File: config.mk
export PLATFORM = sky130hd
export DESIGN_NAME = fir_cfg_ctrl
export DESIGN_NICKNAME = d
export VERILOG_FILES = /design/src/rtl/fir_cfg_ctrl.sv
export SDC_FILE = /design/constraint.sdc
export NUM_CORES = 1
export LEC_CHECK = 0
export CAP_MARGIN = 10
export CORE_MARGIN = 10
export CORE_UTILIZATION = 35
export CTS_CLUSTER_DIAMETER = 80
export DETAILED_ROUTE_END_ITERATION = 6
export GPL_ROUTABILITY_DRIVEN = 0
export MAX_ROUTING_LAYER = met4
export PLACE_DENSITY = 0.67
export SYNTH_ARGS = -nofsm -noshare
export SYNTH_HDL_FRONTEND = slang
export SYNTH_SLANG_ARGS = --single-unit
File: constraint.sdc
create_clock -name clk1 -period 5.8 [get_ports clk1]
set_clock_uncertainty 0.05 [all_clocks]
set_input_delay 0.58 -clock clk1 [delete_from_list [all_inputs] [get_ports clk1]]
set_output_delay 0.58 -clock clk1 [all_outputs]
set_load 0.01 [all_outputs]
File: src/rtl/fir_cfg_ctrl.sv
// rtl/fir_cfg_ctrl.sv - FIR host config with ping-pong coefficient banks and sample-aligned atomic commit.
// Optional FIR_CFG_RANGE_CHECK_EN rejects zero tap_len/down_sample writes.
module fir_cfg_ctrl #(
    parameter int COEF_AW = 8
) (
    input  logic               clk1,
    input  logic               rst,
    input  logic               cfg_valid,
    output logic               cfg_ready,
    input  logic [9:0]         cfg_addr,
    input  logic [31:0]        cfg_data,
    input  logic               sample_tick,
    output logic               coef_wr_en,
    output logic [COEF_AW:0]   coef_wr_addr,
    output logic [31:0]        coef_wr_data,
    output logic               active_bank,
    output logic [7:0]         tap_len,
    output logic [7:0]         down_sample,
    output logic               bypass,
    output logic [3:0]         pcm_out_shift,
    output logic               busy,
    output logic               commit_done,
    output logic               cfg_err
);

    typedef enum logic [1:0] {IDLE, PENDING, SWAP} state_t;

    state_t     state, state_nxt;
    logic       accept;
    logic       is_coef, is_tap, is_ds, is_ctl, is_commit, is_bad, bad_val;
    logic [7:0] sh_tap, sh_ds;
    logic       sh_bypass;
    logic [3:0] sh_shift;

    assign is_coef   = (cfg_addr[9:8] == 2'b00);
    assign is_tap    = (cfg_addr == 10'h100);
    assign is_ds     = (cfg_addr == 10'h101);
    assign is_ctl    = (cfg_addr == 10'h102);
    assign is_commit = (cfg_addr == 10'h103);
    assign is_bad    = !(is_coef || is_tap || is_ds || is_ctl || is_commit);
    assign accept    = cfg_valid && cfg_ready;

`ifdef FIR_CFG_RANGE_CHECK_EN
    assign bad_val = (is_tap || is_ds) && (cfg_data[7:0] == 8'd0);
`else
    assign bad_val = 1'b0;
`endif

    always_ff @(posedge clk1 or posedge rst) begin
        if (rst) begin
            state <= IDLE;
        end else begin
            state <= state_nxt;
        end
    end

    // sample_tick is only looked at in PENDING, so a tick coinciding with the commit is ignored
    always_comb begin
        state_nxt   = state;
        cfg_ready   = 1'b0;
        busy        = 1'b0;
        commit_done = 1'b0;
        case (state)
            IDLE: begin
                cfg_ready = !rst;
                if (cfg_valid && !rst && is_commit) begin
                    state_nxt = PENDING;
                end
            end
            PENDING: begin
                busy = 1'b1;
                if (sample_tick) begin
                    state_nxt = SWAP;
                end
            end
            SWAP: begin
                busy        = 1'b1;
                commit_done = 1'b1;
                state_nxt   = IDLE;
            end
            default: state_nxt = IDLE;
        endcase
    end

    always_ff @(posedge clk1 or posedge rst) begin
        if (rst) begin
            coef_wr_en    <= 1'b0;
            coef_wr_addr  <= '0;
            coef_wr_data  <= '0;
            cfg_err       <= 1'b0;
            sh_tap        <= 8'd1;
            sh_ds         <= 8'd1;
            sh_bypass     <= 1'b1;
            sh_shift      <= 4'd0;
            active_bank   <= 1'b0;
            tap_len       <= 8'd1;
            down_sample   <= 8'd1;
            bypass        <= 1'b1;
            pcm_out_shift <= 4'd0;
        end else begin
            coef_wr_en <= accept && is_coef;
            // writes always target the bank the lanes are not reading
            if (accept && is_coef) begin
                coef_wr_addr <= {~active_bank, cfg_addr[COEF_AW-1:0]};
                coef_wr_data <= cfg_data;
            end
            if (accept && (is_bad || bad_val)) begin
                cfg_err <= 1'b1;
            end
            if (accept && !bad_val) begin
                if (is_tap) sh_tap <= cfg_data[7:0];
                if (is_ds)  sh_ds  <= cfg_data[7:0];
                if (is_ctl) begin
                    sh_bypass <= cfg_data[4];
                    sh_shift  <= cfg_data[3:0];
                end
            end
            if (state == SWAP) begin
                active_bank   <= ~active_bank;
                tap_len       <= sh_tap;
                down_sample   <= sh_ds;
                bypass        <= sh_bypass;
                pcm_out_shift <= sh_shift;
            end
        end
    end

endmodule
# Word-level counts from Yosys, hierarchy flattened
# Index checks and enable logic that the tools add are counted.
# classes
eq_ne	8
mux	6
bitwise_logic	1
reduce_logical	18
# ops
cell	n
$eq A10 B9 Y1 const B	4
$reduce_and A2 Y1	4
$logic_and A1 B1 Y1	5
$logic_not A2 Y1	2
$logic_or A1 B1 Y1	4
$mux W2	2
$ne A2 B2 Y1 const B	2
$pmux W2 S2	1
$mux W1	3
$eq A2 B1 Y1 const B	1
$eq A2 B2 Y1 const B	1
$logic_not A1 Y1	2
$reduce_or A2 Y1	1
$not A1 Y1	1
# word_totals
register_bits	88
in_bits	46
out_inout_bits	68
word_cells	47

# Logic depth before layout (Yosys ltp)
# logic_depth
depth_word	7
mapped_depth	7

# Worst setup path after synthesis
# No wires, ideal clock.
# synth_timing
kind	input to register
start	input port cfg_addr[9]
end	register sh_ds[1]
setup_ps	125
t_arrival_ps	1588
t_required_ps	5625
slack_ps	4037
cell_stages	3
n_path_buf	0
cell_sequence	nor4b_4 > nand4_2 > mux2_2
# synth_between
elab_chain_len	2
# synth_lines
element	line	rtl
start, declared	10	input logic [9:0] cfg_addr,
$eq A10 B9 Y1	37	assign is_ds = (cfg_addr == 10'h101);
$reduce_and A2 Y1 (no line)	-	
end signal, assigned	112	if (is_ds) sh_ds <= cfg_data[7:0];
end, declared	31	logic [7:0] sh_tap, sh_ds;
# No other way between the ends.
# A chain may end at the register's enable or synchronous reset.

# Final worst setup path
# layout_timing
start	register state[0]
end	output port commit_done
# layout_between
elab_chain_len	2
# layout_lines
element	line	rtl
start, declared	28	state_t state, state_nxt;
start signal, assigned	53	state <= state_nxt;
$eq A2 B2 Y1	63	case (state)
$mux W1	63	
end, declared	22	output logic commit_done,
# No other way between the ends.

==> metrics.cfg <==
[timing]
tightestPinTransition_ps=1130
setup_viol=0
period_needed_ps=3170
tns_ps=0
drv_slew=0
max_freq_ghz=0.315
rsz0062_at_grt=false
post-route-period-util_pct=54.7
relSlewSlack_pct=24.6
hold_viol=0
whs_ps=428

[worst_setup_path]
cp-start-kind=flip-flop
worstSetupPathType=reg2out
crit_slowest_cell=ha_1
critPathCaptureType=output pin
critPathTopFamily=adder cells
path_buf_inv=2
arrival_ps=2540
critPathMaxFanout=23
crit_required_ps=5170
cp_cell_sequence=inv_1 -> ha_1 -> clkdlybuf4s50_1
cpPeakStageDelay_ps=930

[clock_tree]
cts_made_buffers=9
ctsResizeCount=0
clkTransAtPathRegs_ps=90
clock-root-buffer=clkbuf_8
cts_max_level=3
cts.sinks=88
postCtsSetupRepairBufs=0
clk_latency_ps=340
cts-hold-fix-buffers=0
cts_tree=yes
cts_max_path_buffers=2

[synth]
yosys.area.top_type=dfrtp_1
avgSynthCellArea_um2=16.3
synth_fp_nets=265
synth_seq_cells=88
synth_ff_type=dfrtp_1
ys_seq_area_share_pct=63.2
synth_area_mm2=0.00350
synth_top_cell_area_share_pct=58.7
netlist_instances=215
yosysWarnings=0
synth-edff-count=0
yosys-top-cells-area=dfrtp_1 (59%), mux2_2 (26%), dfstp_2 (4.5%)
synthArstFlopShare_pct=100
ys_types=29

[layout]
seq_area_mm2=0.00221
num-nets-final=383
layout_common_cells=clkdlybuf4s50_1 (113), mux2_2 (82), dfrtp_1 (82), clkbuf_8 (10), dfstp_2 (6)
multi_input_area_mm2=0.00121
fillerInstances=864
layout_commonest_cell=clkdlybuf4s50_1
diodes=0
final_layout_size_suffix_gt1_share_pct=32.5
area_growth_pct=40.9

[job]
max-cap-violations=0

[grt]
grt_overflow=0
grt_pass1_vias=2394
grt_antenna_before_repair=0
grt_max_degree=61
grt_pass1_wl_mm=13.0
grt_use_total_pct=11.8

[run_status]
status=completed

[pwr]
combPwrFrac_pct=36.4
seqPwrFrac_pct=43.3
power.leakage_nw=2.23
p_per_area_mw_per_mm2=396
ir_worst_vdd_uv=213
power_switching_w=0.000576
power.internal_w=0.00138
clock_power_share_pct=20.2
swShare_pct=29.5

[die]
rows=36
pin_count=114
die_height_um=120
die-area_mm2=0.0144
start_util_pct=35.8
core_mm2=0.00977
die_w_um=120

[detailed_routing]
routed_wl_mm=8.15
avgViaCountPerCell=4.62
dr.pass1.iters=4
route.detailed.drc=0
wl_per_cell_um=17.3
antenna_left=0
drtIter0Drc=85
vias=2176

[min_path]
hold_path.class=reg2reg

[placed_design]
dp_hpwl_mm=5.93
io_buffers=113

==> state kept, by name, summed over array words and instances (netlist names) <==
| name | cells |
|---|---|
| active_bank | 1 |
| bypass | 1 |
| cfg_err | 1 |
| coef_wr_addr | 9 |
| coef_wr_data | 32 |
| coef_wr_en | 1 |
| down_sample | 8 |
| pcm_out_shift | 4 |
| sh_bypass | 1 |
| sh_ds | 8 |
| sh_shift | 4 |
| sh_tap | 8 |
| state | 2 |
| tap_len | 8 |
==> worst paths after layout <==
path	start	depth (start not counted)	to	slack, ps
hold reg to reg	cfg_err$_DFFE_PP0P_	1	cfg_err$_DFFE_PP0P_	430
setup reg to reg	state[0]$_DFFE_PP0P_	5	coef_wr_data[10]$_DFFE_PP0P_	3420
max in group asynchronous	rst	3	down_sample[1]$_DFFE_PP0P_	4010
hold / removal	cfg_err$_DFFE_PP0P_	1	cfg_err$_DFFE_PP0P_	430
setup / recovery	state[0]$_DFFE_PP0P_	3	commit_done	2630
min in group asynchronous	rst	2	coef_wr_addr[0]$_DFFE_PP0P_	580
==> synth_stat cells (2+ instances only) <==
cell type  count
and3b_1        2
and4b_1        2
buf_1          2
buf_6          4
dfrtp_1       82
dfstp_2        6
ha_1           4
inv_1          6
mux2_2        82
nand4_2        2
nor2_1         3
nor2b_1        3
==> per-stage QoR <==
stage / utilization, % / cells / cell area [um^2] / setup slack (ps) / power, W
after floorplan: - / 215 / 3500 / 2900 / 0.00116
after global placement: 48.6 / 455 / 4750 / 2970 / 0.00157
after detailed placement: 48.6 / 455 / 4750 / 2960 / 0.00159
after CTS: 50.4 / 471 / 4930 / 2580 / 0.00199
after global routing: 50.4 / 471 / 4930 / 2480 / 0.00207
final: 50.4 / 471 / 4930 / 2630 / 0.00195
==> metal layers <==
metal | track usage, % | vias to the layer above | routed length (um)
met4 | 5.20 | 0 | 134
met1 | 13.6 | 1106 | 3490
met2 | 19.2 | 59 | 4180
met3 | 2.86 | 8 | 355
li1 | - | 1003 | -
met5 | - | - | 0
==> power by group through the flow <==
stage | Combinational, W | Sequential (W) | Clock (W)
floorplan | 0.000240 | 0.000924 | 0
global placement | 0.000715 | 0.000856 | 0
detailed placement | 0.000727 | 0.000858 | 0
CTS | 0.000729 | 0.000848 | 0.000414
global route | 0.000765 | 0.000866 | 0.000435
finish | 0.000711 | 0.000846 | 0.000395
==> worst register-to-register path: stages, from the launching register on <==
cell and delay, ps:
dfrtp_1 410, inv_1 140, ha_1 210, and3b_1 290
nand2_2 630, mux2_2 550
==> cell families (layout without fill, tap and decap cells) <==
| family | Yosys count | after routing | share of synthesized area (%) |
|---|---|---|---|
| AOI/OAI and AO/OA | 6 | 6 | 1.32 |
| xor gates and xnor gates | 1 | 1 | 0.250 |
| adders and majority gates | 4 | 4 | 1.43 |
| buffers and inverters | 13 | 136 | 2.25 |
| DFF | 88 | 88 | 63.2 |
| muxes | 83 | 83 | 26.7 |
| and+or+nand+nor | 20 | 20 | 4.87 |
==> area by class of cell <==
cell class                 count  share of cell area (%)
tap                          133                    3.38
sequential                    88                    44.8
clock buffer                  11                    2.87
clock inverter                 5                   0.787
timing repair buffer         114                    23.1
inverter                       6                   0.482
multi-input combinational    114                    24.5
(Power assumes the default switching activity.)
